**src/rtl/wd_pkg.sv**
```systemverilog
// Shared constants and types for the write-data serializer.
package wd_pkg;

    localparam int WIDTH   = 64;
    localparam int WAYS    = 8;
    localparam int LANE_W  = WIDTH / WAYS;
    localparam int DEPTH   = 4;
    localparam int SKID    = 2;
    localparam int LANE_IW = $clog2(WAYS);

    // One write-data beat viewed as WAYS lanes, lane 0 in the low bits.
    typedef logic [WAYS-1:0][LANE_W-1:0] beat_t;

    // Index of a lane within a beat.
    typedef logic [LANE_IW-1:0] lane_t;

    // Extract lane k from a beat.
    function automatic logic [LANE_W-1:0] lane_of(input beat_t b, input lane_t k);
        return b[k];
    endfunction

endpackage

```
**src/rtl/wd_fifo.sv**
```systemverilog
// Generic DEPTH x WIDTH FIFO, no read bypass: a word written at edge t is
// visible on rdata from cycle t+1. The caller must never push while full
// unless it pops in the same cycle.
module wd_fifo
    import wd_pkg::*;
#(
    parameter int WIDTH = wd_pkg::WIDTH,
    parameter int DEPTH = wd_pkg::DEPTH
) (
    input  logic                       clk,
    input  logic                       reset,
    input  logic                       push,
    input  logic                       pop,
    input  logic [WIDTH-1:0]           wdata,
    output logic [WIDTH-1:0]           rdata,
    output logic [$clog2(DEPTH):0]     count,
    output logic                       full,
    output logic                       empty
);

    localparam int AW = $clog2(DEPTH);
    localparam int CW = AW + 1;

    logic [WIDTH-1:0] mem [DEPTH];

    logic [AW-1:0] wr_ptr_q, wr_ptr_d;
    logic [AW-1:0] rd_ptr_q, rd_ptr_d;
    logic [CW-1:0] count_q,  count_d;

    // Storage is deliberately left out of reset; only the pointers define contents.
    always_ff @(posedge clk) begin
        if (push) begin
            mem[wr_ptr_q] <= wdata;
        end
    end

    // Pointer and occupancy next-state; pointers wrap naturally at DEPTH.
    always_comb begin
        wr_ptr_d = wr_ptr_q;
        rd_ptr_d = rd_ptr_q;
        count_d  = count_q;
        if (push) begin
            wr_ptr_d = wr_ptr_q + AW'(1);
        end
        if (pop) begin
            rd_ptr_d = rd_ptr_q + AW'(1);
        end
        count_d = count_q + CW'(push) - CW'(pop);
    end

    // Pointer and occupancy registers.
    always_ff @(posedge clk) begin
        if (reset) begin
            wr_ptr_q <= '0;
            rd_ptr_q <= '0;
            count_q  <= '0;
        end else begin
            wr_ptr_q <= wr_ptr_d;
            rd_ptr_q <= rd_ptr_d;
            count_q  <= count_d;
        end
    end

    assign rdata = mem[rd_ptr_q];
    assign count = count_q;
    assign full  = (count_q == CW'(DEPTH));
    assign empty = (count_q == '0);

endmodule

```
**src/rtl/wd_serializer.sv**
```systemverilog
// Buffers whole write-data beats and replays each one as WAYS single-lane
// transfers (lane 0 first) on a valid/ready port. i_r is a credit back to
// the beat source: it drops while SKID or fewer entries are free so beats
// still in flight after it falls can be absorbed.
module wd_serializer
    import wd_pkg::*;
#(
    parameter int WIDTH = wd_pkg::WIDTH,
    parameter int WAYS  = wd_pkg::WAYS,
    parameter int DEPTH = wd_pkg::DEPTH,
    parameter int SKID  = wd_pkg::SKID
) (
    input  logic                        clk,
    input  logic                        reset,
    input  logic                        i_v,
    input  logic [WIDTH-1:0]            i_d,
    output logic                        i_r,
    output logic                        o_v,
    input  logic                        o_r,
    output logic [WIDTH/WAYS-1:0]       o_d,
    output logic [$clog2(WAYS)-1:0]     o_way,
    output logic                        o_last,
    output logic                        o_ovf
);

    localparam int LW  = WIDTH / WAYS;
    localparam int LIW = $clog2(WAYS);
    localparam int CW  = $clog2(DEPTH) + 1;
    localparam logic [LIW-1:0] LAST_LANE = LIW'(WAYS - 1);

    logic [WIDTH-1:0] rd_beat;
    logic [CW-1:0]    count;
    logic             full;
    logic             empty;
    logic             push;
    logic             pop;
    logic             advance;
    logic             drop;

    logic [LIW-1:0]   lane_q, lane_d;
    logic             ovf_q,  ovf_d;

    logic [LW-1:0]    lane_data [WAYS];

    wd_fifo #(
        .WIDTH (WIDTH),
        .DEPTH (DEPTH)
    ) u_fifo (
        .clk   (clk),
        .reset (reset),
        .push  (push),
        .pop   (pop),
        .wdata (i_d),
        .rdata (rd_beat),
        .count (count),
        .full  (full),
        .empty (empty)
    );

    // Split the head beat into its lanes.
    for (genvar gi = 0; gi < WAYS; gi++) begin : g_lane
        assign lane_data[gi] = rd_beat[gi*LW +: LW];
    end

    // Handshake decode. A full FIFO still accepts a beat when the last lane
    // of the head beat leaves in the same cycle.
    always_comb begin
        o_v     = !empty;
        o_last  = (lane_q == LAST_LANE);
        pop     = o_v && o_r && o_last;
        advance = o_v && o_r && !o_last;
        push    = i_v && (!full || pop);
        drop    = i_v && full && !pop;
    end

    // Lane counter and sticky overflow next-state.
    always_comb begin
        lane_d = lane_q;
        ovf_d  = ovf_q || drop;
        if (pop) begin
            lane_d = '0;
        end else if (advance) begin
            lane_d = lane_q + LIW'(1);
        end
    end

    // Lane counter and overflow registers; reset abandons any partial beat.
    always_ff @(posedge clk) begin
        if (reset) begin
            lane_q <= '0;
            ovf_q  <= 1'b0;
        end else begin
            lane_q <= lane_d;
            ovf_q  <= ovf_d;
        end
    end

    assign o_d   = lane_data[lane_q];
    assign o_way = lane_q;
    assign o_ovf = ovf_q;
    assign i_r   = ((CW'(DEPTH) - count) > CW'(SKID));

endmodule
```
**config.mk**
```make
export PLATFORM = sky130hd
export DESIGN_NAME = wd_serializer
export DESIGN_NICKNAME = d
export VERILOG_FILES = /design/src/rtl/wd_pkg.sv /design/src/rtl/wd_fifo.sv /design/src/rtl/wd_serializer.sv
export SDC_FILE = /design/constraint.sdc
export NUM_CORES = 1
export LEC_CHECK = 0
export CAP_MARGIN = 15
export CORE_MARGIN = 5
export CORE_UTILIZATION = 45
export CTS_BUF_LIST = sky130_fd_sc_hd__clkbuf_4
export DETAILED_ROUTE_END_ITERATION = 6
export PLACE_DENSITY = 0.74
export SKIP_CTS_REPAIR_TIMING = 1
export SYNTH_ARGS = -nofsm -noshare
export SYNTH_HDL_FRONTEND = slang
export SYNTH_HIERARCHICAL = 1
export SYNTH_SLANG_ARGS = --single-unit
```
**constraint.sdc**
```tcl
create_clock -name clk -period 3.4 [get_ports clk]
set_input_delay 0.68 -clock clk [delete_from_list [all_inputs] [get_ports clk]]
set_output_delay 0.68 -clock clk [all_outputs]
set_load 0.005 [all_outputs]
```
---- Yosys cells after proc, flatten, opt, wreduce, memory -nomap -nowiden ----
Memories as Yosys holds them, arrays and structs flattened. A register that Yosys moved wholly into a read port is not among the register bits.
Cells that the tools add are included.
cells by class
  add/subtract/negate cells ............... 6
  multipliers ............................. 0
  div/mod/pow operators ................... 0
  order comparisons ....................... 2
  equal/unequal tests ..................... 2
  shifts and indexed selects .............. 0
  mux-type cells .......................... 7
  bitwise operators ....................... 1
  reductions and logical operators ........ 14
operators with widths
  operator             number
  $bmux 8 s3           1
  $mux 8               2
  $eq 3x3->1 const B   2
  $logic_and 1x1->1    6
  $add 2x1->2 const B  2
  $ge 4x4->1 const B   1
  $logic_not 1->1      4
  $mux 2               2
  $not 3->4            1
  $add 3x1->3          1
  $add 3x1->3 const B  1
  $gt 3x2->1 const B   1
  $logic_not 3->1      1
  $sub 3x1->3          1
  $sub 3x3->3 const A  1
  $logic_or 1x1->1     2
  $mux 1               2
  $reduce_or 2->1      1
storage, ports and cells
  bits in registers ....................... 11
  latch bits .............................. 0
  bits in writable memories ............... 256
  ROM bits ................................ 0
  bits of input ports ..................... 68
  output and inout port bits .............. 15
  memories ................................ 1
memory list
  name        depth  bits a word  read ports  clocked after memory_dff  wr ports  RTL line       source
  u_fifo.mem  4      64           1           1                         1         wd_fifo.sv:24  logic [WIDTH-1:0] mem [DEPTH];

---- Longest topological paths before layout ----
Gate-level depths: netlist of run 1.
  depth in word-level cells ............... 8
  depth in mapped cells ................... 11

---- Modules after synthesis ----
The synthesis of run 1 kept the hierarchy.
by module, submodules not included
  module         instances  cells each  area an instance (µm²)
  wd_fifo        1          376         9750.6
  wd_serializer  1          59          804.5

---- Worst setup path before layout of run 1 ----
No wires, ideal clock.
  path kind ............................... register -> register
  start ................................... register lane_q[0], in the netlist o_way[0]
  end ..................................... memory u_fifo.mem[0][0] (enable)
  setup time .............................. 0.429 ns
  data arrival time ....................... 2.952 ns
  setup slack ............................. 0.020 ns
  stages on the path, launching flop included .. 6
  cell sequence ........................... dfxtp_1 > ha_1 > ha_1 > nand3b_1 > a21boi_0 > and2_1
between the ends
  word-level cells in the longest chain between the ends .. 6
RTL lines
  what                          RTL line             source
  start: declaration            wd_serializer.sv:40  logic [LIW-1:0] lane_q, lane_d;
  start signal: assignment      wd_serializer.sv:93  lane_q <= lane_d;
  $eq 3x3->1                    wd_serializer.sv:69  o_last = (lane_q == LAST_LANE);
  net o_last                    wd_serializer.sv:22  output logic o_last,
  $logic_and 1x1->1             wd_serializer.sv:70  pop = o_v && o_r && o_last;
  $logic_or 1x1->1              wd_serializer.sv:72  push = i_v && (!full || pop);
  $logic_and 1x1->1             wd_serializer.sv:72
  net push                      wd_serializer.sv:35  logic push;
  $mux 1                        wd_fifo.sv:32        if (push) begin
  $mux 1 (not written as such)  wd_fifo.sv:33        mem[wr_ptr_q] <= wdata;
  end: declaration              wd_fifo.sv:24
The timed path passes the listed nets, and every way through them passes these cells.

==> flow_metrics.env, run 1 <==
export IMPL_grt_pass1_vias=5591
export IMPL_hold_viol=0
export IMPL_antenna_cells=0
export IMPL_power_density_nw_per_um2=589
export IMPL_path_class="flop to primary output"
export IMPL_final_min_period_over_clock_period_pct=104
export IMPL_grtUsageTotal_pct=15.2
export IMPL_top_layer_used="met5"
export IMPL_cap_violations=0
export IMPL_ys_ff_latch=269
export IMPL_gp_congestion=0.705
export IMPL_insertion_delay_ns=0.66
export IMPL_routed_via_density=5.25
export IMPL_yosysSeqAreaShare_pct=75.3
export IMPL_first_iter_violations=349
export IMPL_irDropWorstVdd_mv=0.253
export IMPL_p_int_uw=5860
export IMPL_ios=83
export IMPL_drt_met1_wl_um=8660
export IMPL_yosys_warnings=6
export IMPL_switching_share_pct=22.7
export IMPL_rsz0062_at_grt="true"
export IMPL_synth_fa_ha_area_share_pct=1.38
export IMPL_cts_tree="built"
export IMPL_tightest_slew_ns=0.565
export IMPL_synth_area_leaders="edfxtp_1 (73%), mux4_2 (15%), mux4_1 (3.0%), dfxtp_1 (2.5%), buf_12 (1.3%)"
export IMPL_violations="negative setup slack"
export IMPL_synth_top_area_share_pct=72.8
export IMPL_nFillCells=1787
export IMPL_antenna_found_initial=1
export IMPL_regArea_sq_um=7950
export IMPL_critPathMaxStageDelay_ns=0.52
export IMPL_dp_hpwl_um=12000
export IMPL_synth_cells=435
export IMPL_worstPathRequired_ns=2.72
export IMPL_status="finished with violations"
export IMPL_drive_gt1_share_pct=36.5
export IMPL_synth_net_count=514
export IMPL_synth_top_cell_by_area="edfxtp_1"
export IMPL_grt_overflow_total=0
export IMPL_clk_pin_slew_ns=0.06
export IMPL_area_growth_pct=21.8
export IMPL_wl_met3_um=1390
export IMPL_cp_start_kind="flop"
export IMPL_layout_common_cells="edfxtp_1 (256), clkbuf_4 (97), mux4_2 (76)"
export IMPL_p_total_uw=7580
export IMPL_final_nets=684
export IMPL_multi_input_area_sq_um=2330
export IMPL_fin_ws_ns=-0.124
export IMPL_synth_compound_area_share_pct=0.415
export IMPL_numClockSinks=269
export IMPL_fin_tns_setup_ns=-0.482
export IMPL_core_region_area_sq_um=23300
export IMPL_synth_top_family_by_area="multiplexers"
export IMPL_combPwrFrac_pct=12.6
export IMPL_endpoint_kind="primary output"
export IMPL_drcViolationCount=0
export IMPL_synth_xor_area_share_pct=0.474
export IMPL_syn_area_sq_um=10600
export IMPL_wl_um=20500
export IMPL_drtAntennaViolNets=0
export IMPL_grt_max_degree=65
export IMPL_die_x_um=163
export IMPL_h_tree_depth=3
export IMPL_crit_chain="buf_12 > clkbuf_16 > buf_4 > mux4_2 > mux4_1 > mux2_4 > clkbuf_2"
export IMPL_p_leak_uw=0.00421
export IMPL_crit_fanout=8
export IMPL_clockBufferDepth=3
export IMPL_port_buffers=82
export IMPL_fin_crit_ns=3.52
export IMPL_syn_avg_cell_area_sq_um=24.3
export IMPL_initial_core_util_pct=45.4
export IMPL_dieArea_sq_um=26600
export IMPL_hold_path_class="flop to flop"
export IMPL_row_count=56
export IMPL_synthDistinctLibCells=29
export IMPL_yosys_area_share_simple_pct=1.23
export IMPL_vias=5054
export IMPL_p_sw_uw=1720
export IMPL_synth_mux_area_share_pct=18.8
export IMPL_layout_commonest_cell="edfxtp_1"
export IMPL_worst_ep_arrival_time_ns=2.84
export IMPL_grt_pass1_wl_um=30600
export IMPL_cp_slowest_cell="mux4_1"
export IMPL_numCtsBuffers=71
export IMPL_pwr_share_seq_pct=53.7
export IMPL_route_met2_wl_um=10100
export IMPL_die_y_um=163
export IMPL_fmax_mhz=284
export IMPL_clkPwrFrac_pct=33.6
export IMPL_drt_wirelength_per_cell_um=21.3
export IMPL_drv_slew=0
export IMPL_root_buffer="clkbuf_4"
export IMPL_fin_skew_ns=0.0538
export IMPL_finalSetupViolCount=8
export IMPL_first_pass_iters=5
export IMPL_slew_headroom_pct=62.3
power by group through the flow:
stage	combinational, uW	sequential, uW	clock, uW
final	956	4070	2550
after global routing	1040	4090	2840
after CTS	994	4070	2640
after detailed placement	988	4140	0
after global placement	967	4120	0
after floorplan	548	4130	0
cell families (layout without fill, tap and decap cells):
group	Yosys count	in the layout
flops	269	269
mux	90	90
buf+inv	30	239
xor+xnor	4	4
compound gates	7	7
fa+ha+maj	11	11
simple gates	24	24
worst max-delay path: cells and delay by family (launching register included):
| kind | cells | cell delay (ns) |
|---|---|---|
| flip-flops | 1 | 0.38 |
| buffers and inverters | 4 | 0.54 |
| multiplexers | 3 | 1.28 |
Yosys cell counts:
| library cell | number |
|---|---|
| a21oi_1 | 3 |
| xnor2_1 | 3 |
| dfxtp_1 | 13 |
| fa_1 | 1 |
| nor2_1 | 8 |
| nand3b_1 | 4 |
| mux4_2 | 68 |
| buf_12 | 7 |
| xor3_1 | 1 |
| nand2_1 | 2 |
| inv_1 | 11 |
| a21boi_0 | 1 |
| mux2_4 | 8 |
| and2_1 | 4 |
| a21bo_2 | 1 |
| mux2i_1 | 2 |
| edfxtp_1 | 256 |
| clkbuf_2 | 1 |
| clkbuf_1 | 2 |
| buf_2 | 7 |
| nor3_1 | 1 |
| ha_1 | 10 |
| o21ai_0 | 1 |
| mux4_1 | 12 |
| nor2b_1 | 3 |
| a31oi_1 | 1 |
| nor3b_1 | 1 |
| nand2b_1 | 1 |
| buf_6 | 2 |
registers in the layout (all words and copies together) (netlist names), named ones only:
| name | flops |
|---|---|
| u_fifo/count | 3 |
| u_fifo/wr_ptr_q | 2 |
| u_fifo/mem | 256 |
| u_fifo/rd_ptr_q | 2 |
| o_way | 3 |
| o_ovf | 1 |
path summary, 6_finish.rpt:
check | startpoint | slack, ns | end | cells after the start
worst max-delay path | flop | -0.12 | o_d[2] | 7
worst min-delay path | o_ovf | 0.47 | o_ovf | 2
worst max register to register | o_way[2] | 0.56 | u_fifo/count[2] | 10
worst min register to register | o_ovf | 0.47 | o_ovf | 2
final cells by class:
cell class | count | share of cell area (%)
clock inverters | 15 | 0.672
well taps | 319 | 3.11
inverters | 11 | 0.321
multi-input cells | 136 | 18.1
flip-flops and latches | 269 | 61.9
clock buffers | 97 | 5.67
repair buffers | 116 | 10.2
per-stage QoR:
stage / area (sq um) / hold slack [ns] / instances / setup WS (ns) / utilization [%]
floorplan: 10600 / 0.461 / 435 / 0.0197 / -
global placement: 11800 / 0.451 / 834 / 0.170 / 50.8
detailed placement: 11800 / 0.466 / 834 / 0.138 / 50.8
CTS: 12600 / 0.481 / 946 / -0.581 / 54.3
global route: 12900 / 0.555 / 963 / -0.219 / 55.2
finish: 12900 / 0.473 / 963 / -0.124 / 55.2
per-layer routing:
| layer | GRT usage (%) | up-vias |
|---|---|---|
| li1 | - | 2226 |
| met1 | 19.9 | 2623 |
| met2 | 24.3 | 177 |
| met3 | 4.69 | 26 |
| met4 | 5.38 | 2 |
| met5 | 0 | - |
Power figures use the tool's default switching activity.
==> run 2, diff against run 1 <==
CORE_UTILIZATION = 40   (was 45)
PLACE_DENSITY = 0.68   (was 0.74)
SYNTH_HIERARCHICAL = not set   (was 1)
==> flow_metrics.env, run 2 <==
export IMPL_clkPwrFrac_pct=36.0
export IMPL_multi_input_area_sq_um=2300
export IMPL_switching_share_pct=22.8
export IMPL_reg2reg_slack_ns=0.74
export IMPL_insertion_delay_ns=0.64
export IMPL_row_count=58
export IMPL_fmax_mhz=283
export IMPL_synthDistinctLibCells=26
export IMPL_first_pass_iters=4
export IMPL_worst_ep_arrival_time_ns=2.86
export IMPL_final_min_period_over_clock_period_pct=104
export IMPL_wl_um=21800
export IMPL_post_synth_top_count_cell="edfxtp_1"
export IMPL_ys_ff_latch=269
export IMPL_finalSetupViolCount=8
export IMPL_h_tree_depth=3
export IMPL_root_buffer="clkbuf_4"
export IMPL_hold_viol=0
export IMPL_syn_area_sq_um=10300
export IMPL_drive_gt1_share_pct=38.2
export IMPL_final_nets=692
export IMPL_p_total_uw=7910
export IMPL_ys_flop_type="edfxtp_1"
export IMPL_syn_avg_cell_area_sq_um=23.8
export IMPL_cp_start_kind="flop"
export IMPL_tightest_slew_ns=0.464
export IMPL_layout_common_cells="edfxtp_1 (256), clkbuf_4 (97), mux4_2 (80)"
export IMPL_min_delay_start="o_ovf"
export IMPL_yosysSeqAreaShare_pct=76.8
export IMPL_drt_wirelength_per_cell_um=22.0
export IMPL_die_y_um=171
export IMPL_numClockSinks=269
export IMPL_ios=83
export IMPL_die_x_um=171
export IMPL_rsz0062_at_grt="true"
export IMPL_p_leak_uw=0.00429
export IMPL_crit_fanout=6
export IMPL_grt_max_degree=37
export IMPL_synth_edff_count=256
export IMPL_violations="negative setup slack"
export IMPL_synth_cells=434
export IMPL_hold_end="o_ovf"
export IMPL_drv_slew=0
export IMPL_synth_commonest_cells="edfxtp_1 (256), mux4_2 (80), dfxtp_1 (13)"
export IMPL_routed_via_density=5.14
export IMPL_r2r_end="u_fifo.count[2]"
export IMPL_cp_slowest_cell="mux4_2"
export IMPL_worstPathRequired_ns=2.72
export IMPL_clk_pin_slew_ns=0.06
export IMPL_timing_rr_start="u_fifo.count[1]"
export IMPL_synth_area_leaders="edfxtp_1 (74%), mux4_2 (17%), dfxtp_1 (2.5%), ha_1 (1.3%), mux2_2 (0.87%)"
export IMPL_p_sw_uw=1800
export IMPL_synth_top_cell_by_area="edfxtp_1"
export IMPL_irDropWorstVdd_mv=0.228
export IMPL_grt_overflow_total=0
export IMPL_reg2reg_depth=12
export IMPL_path_class="flop to primary output"
export IMPL_status="finished with violations"
export IMPL_port_buffers=82
export IMPL_top_register="u_fifo.mem"
export IMPL_synth_top_area_share_pct=74.3
export IMPL_dp_hpwl_um=13000
export IMPL_pre_cts_ws_ns=0.171
export IMPL_grt_pass1_vias=5522
export IMPL_grt_pass1_wl_um=31400
export IMPL_first_iter_violations=284
export IMPL_clockBufferDepth=3
export IMPL_fin_ws_ns=-0.139
export IMPL_vias=5078
export IMPL_whs_path_depth=2
export IMPL_slew_headroom_pct=69.0
export IMPL_area_growth_pct=26.7
export IMPL_core_region_area_sq_um=25300
export IMPL_nFillCells=1947
export IMPL_fin_crit_ns=3.54
export IMPL_gp_congestion=0.703
export IMPL_combPwrFrac_pct=12.7
export IMPL_largest_reg_flops=256
export IMPL_synth_net_count=514
export IMPL_critPathMaxStageDelay_ns=0.53
export IMPL_p_int_uw=6110
export IMPL_power_density_nw_per_um2=603
export IMPL_yosys_warnings=0
export IMPL_placed_cells=846
export IMPL_hold_path_class="flop to flop"
export IMPL_crit_chain="clkbuf_16 > buf_6 > buf_16 > mux4_2 > mux4_2 > mux2_4 > buf_6"
export IMPL_layout_commonest_cell="edfxtp_1"
export IMPL_endpoint_kind="primary output"
export IMPL_antenna_found_initial=2
export IMPL_fin_cells=988
export IMPL_drcViolationCount=0
export IMPL_drtAntennaViolNets=0
export IMPL_synthArstFlopShare_pct=0
export IMPL_numCtsBuffers=70
export IMPL_cap_violations=0
export IMPL_fin_skew_ns=0.0344
export IMPL_cts_tree="built"
export IMPL_pwr_share_seq_pct=51.4
export IMPL_dieArea_sq_um=29200
export IMPL_crit_buf_inv=4
export IMPL_crit_family="multiplexers"
export IMPL_grtUsageTotal_pct=14.4
export IMPL_initial_core_util_pct=40.9
export IMPL_regArea_sq_um=7950
[run 2: cells by family (layout without fill, tap and decap cells)]
family	count (synthesis)	count (layout)	share of synthesized area, %
compound gates	6	6	0.326
xor+xnor	6	6	0.508
fa+ha+maj	12	12	1.52
buf+inv	28	251	1.32
flops	269	269	76.8
mux	89	89	18.4
other cells	0	1	0
simple gates	24	24	1.16
[run 2: how the worst max path moves through the flow]
stage,slack (ns),start,end,cells after the start
global route,-0.24,flop,o_d[1],7
detailed placement,0.17,flop,o_d[6],5
global placement,0.19,flop,o_d[5],5
CTS,-0.52,flop,o_d[6],5
floorplan,0.60,u_fifo.count[1],u_fifo.mem[0][0],6
finish,-0.14,flop,o_d[1],7
[run 2: routing by layer]
metal,GRT usage [%],wire length (um),vias up
met2,23.3,10800,197
met5,0,13,-
met4,5.24,412,2
li1,-,-,2236
met1,18.6,8880,2602
met3,4.48,1640,41
[run 2: power groups by stage]
stage          Clock [uW]  Sequential (uW)  Combinational (uW)
3_5_place_dp            0             4140                1020
2_1_floorplan           0             4120                 524
3_3_place_gp            0             4120                1000
4_1_cts              2930             4070                1030
6_report             2850             4070                1000
5_1_grt              3120             4090                1080
[run 2: tightest hold or removal path, delay by kind of cell, from the launching register on]
| kind | cells | cell delay [ns] |
|---|---|---|
| flops | 1 | 0.33 |
| compound gates | 1 | 0.04 |
| simple gates | 1 | 0.07 |
[run 2: area by class of cell]
| class | instances | area share, % |
|---|---|---|
| flip-flops and latches | 269 | 60.6 |
| multi-input cells | 137 | 17.5 |
| repair buffers | 126 | 11.4 |
| clock buffers | 97 | 5.55 |
| well taps | 330 | 3.15 |
| clock inverters | 20 | 1.42 |
| inverters | 8 | 0.229 |
| diodes | 1 | 0.0191 |
[run 2: per-stage QoR]
step	setup TNS (ns)	area, sq um	hold WS [ns]	utilization [%]
3_5_place_dp	0	11800	0.478	46.6
2_1_floorplan	0	10400	0.461	-
6_report	-0.834	13100	0.481	51.8
5_1_grt	-1.70	13100	0.525	51.8
4_1_cts	-3.86	12700	0.491	50.2
3_3_place_gp	0	11800	0.448	46.6
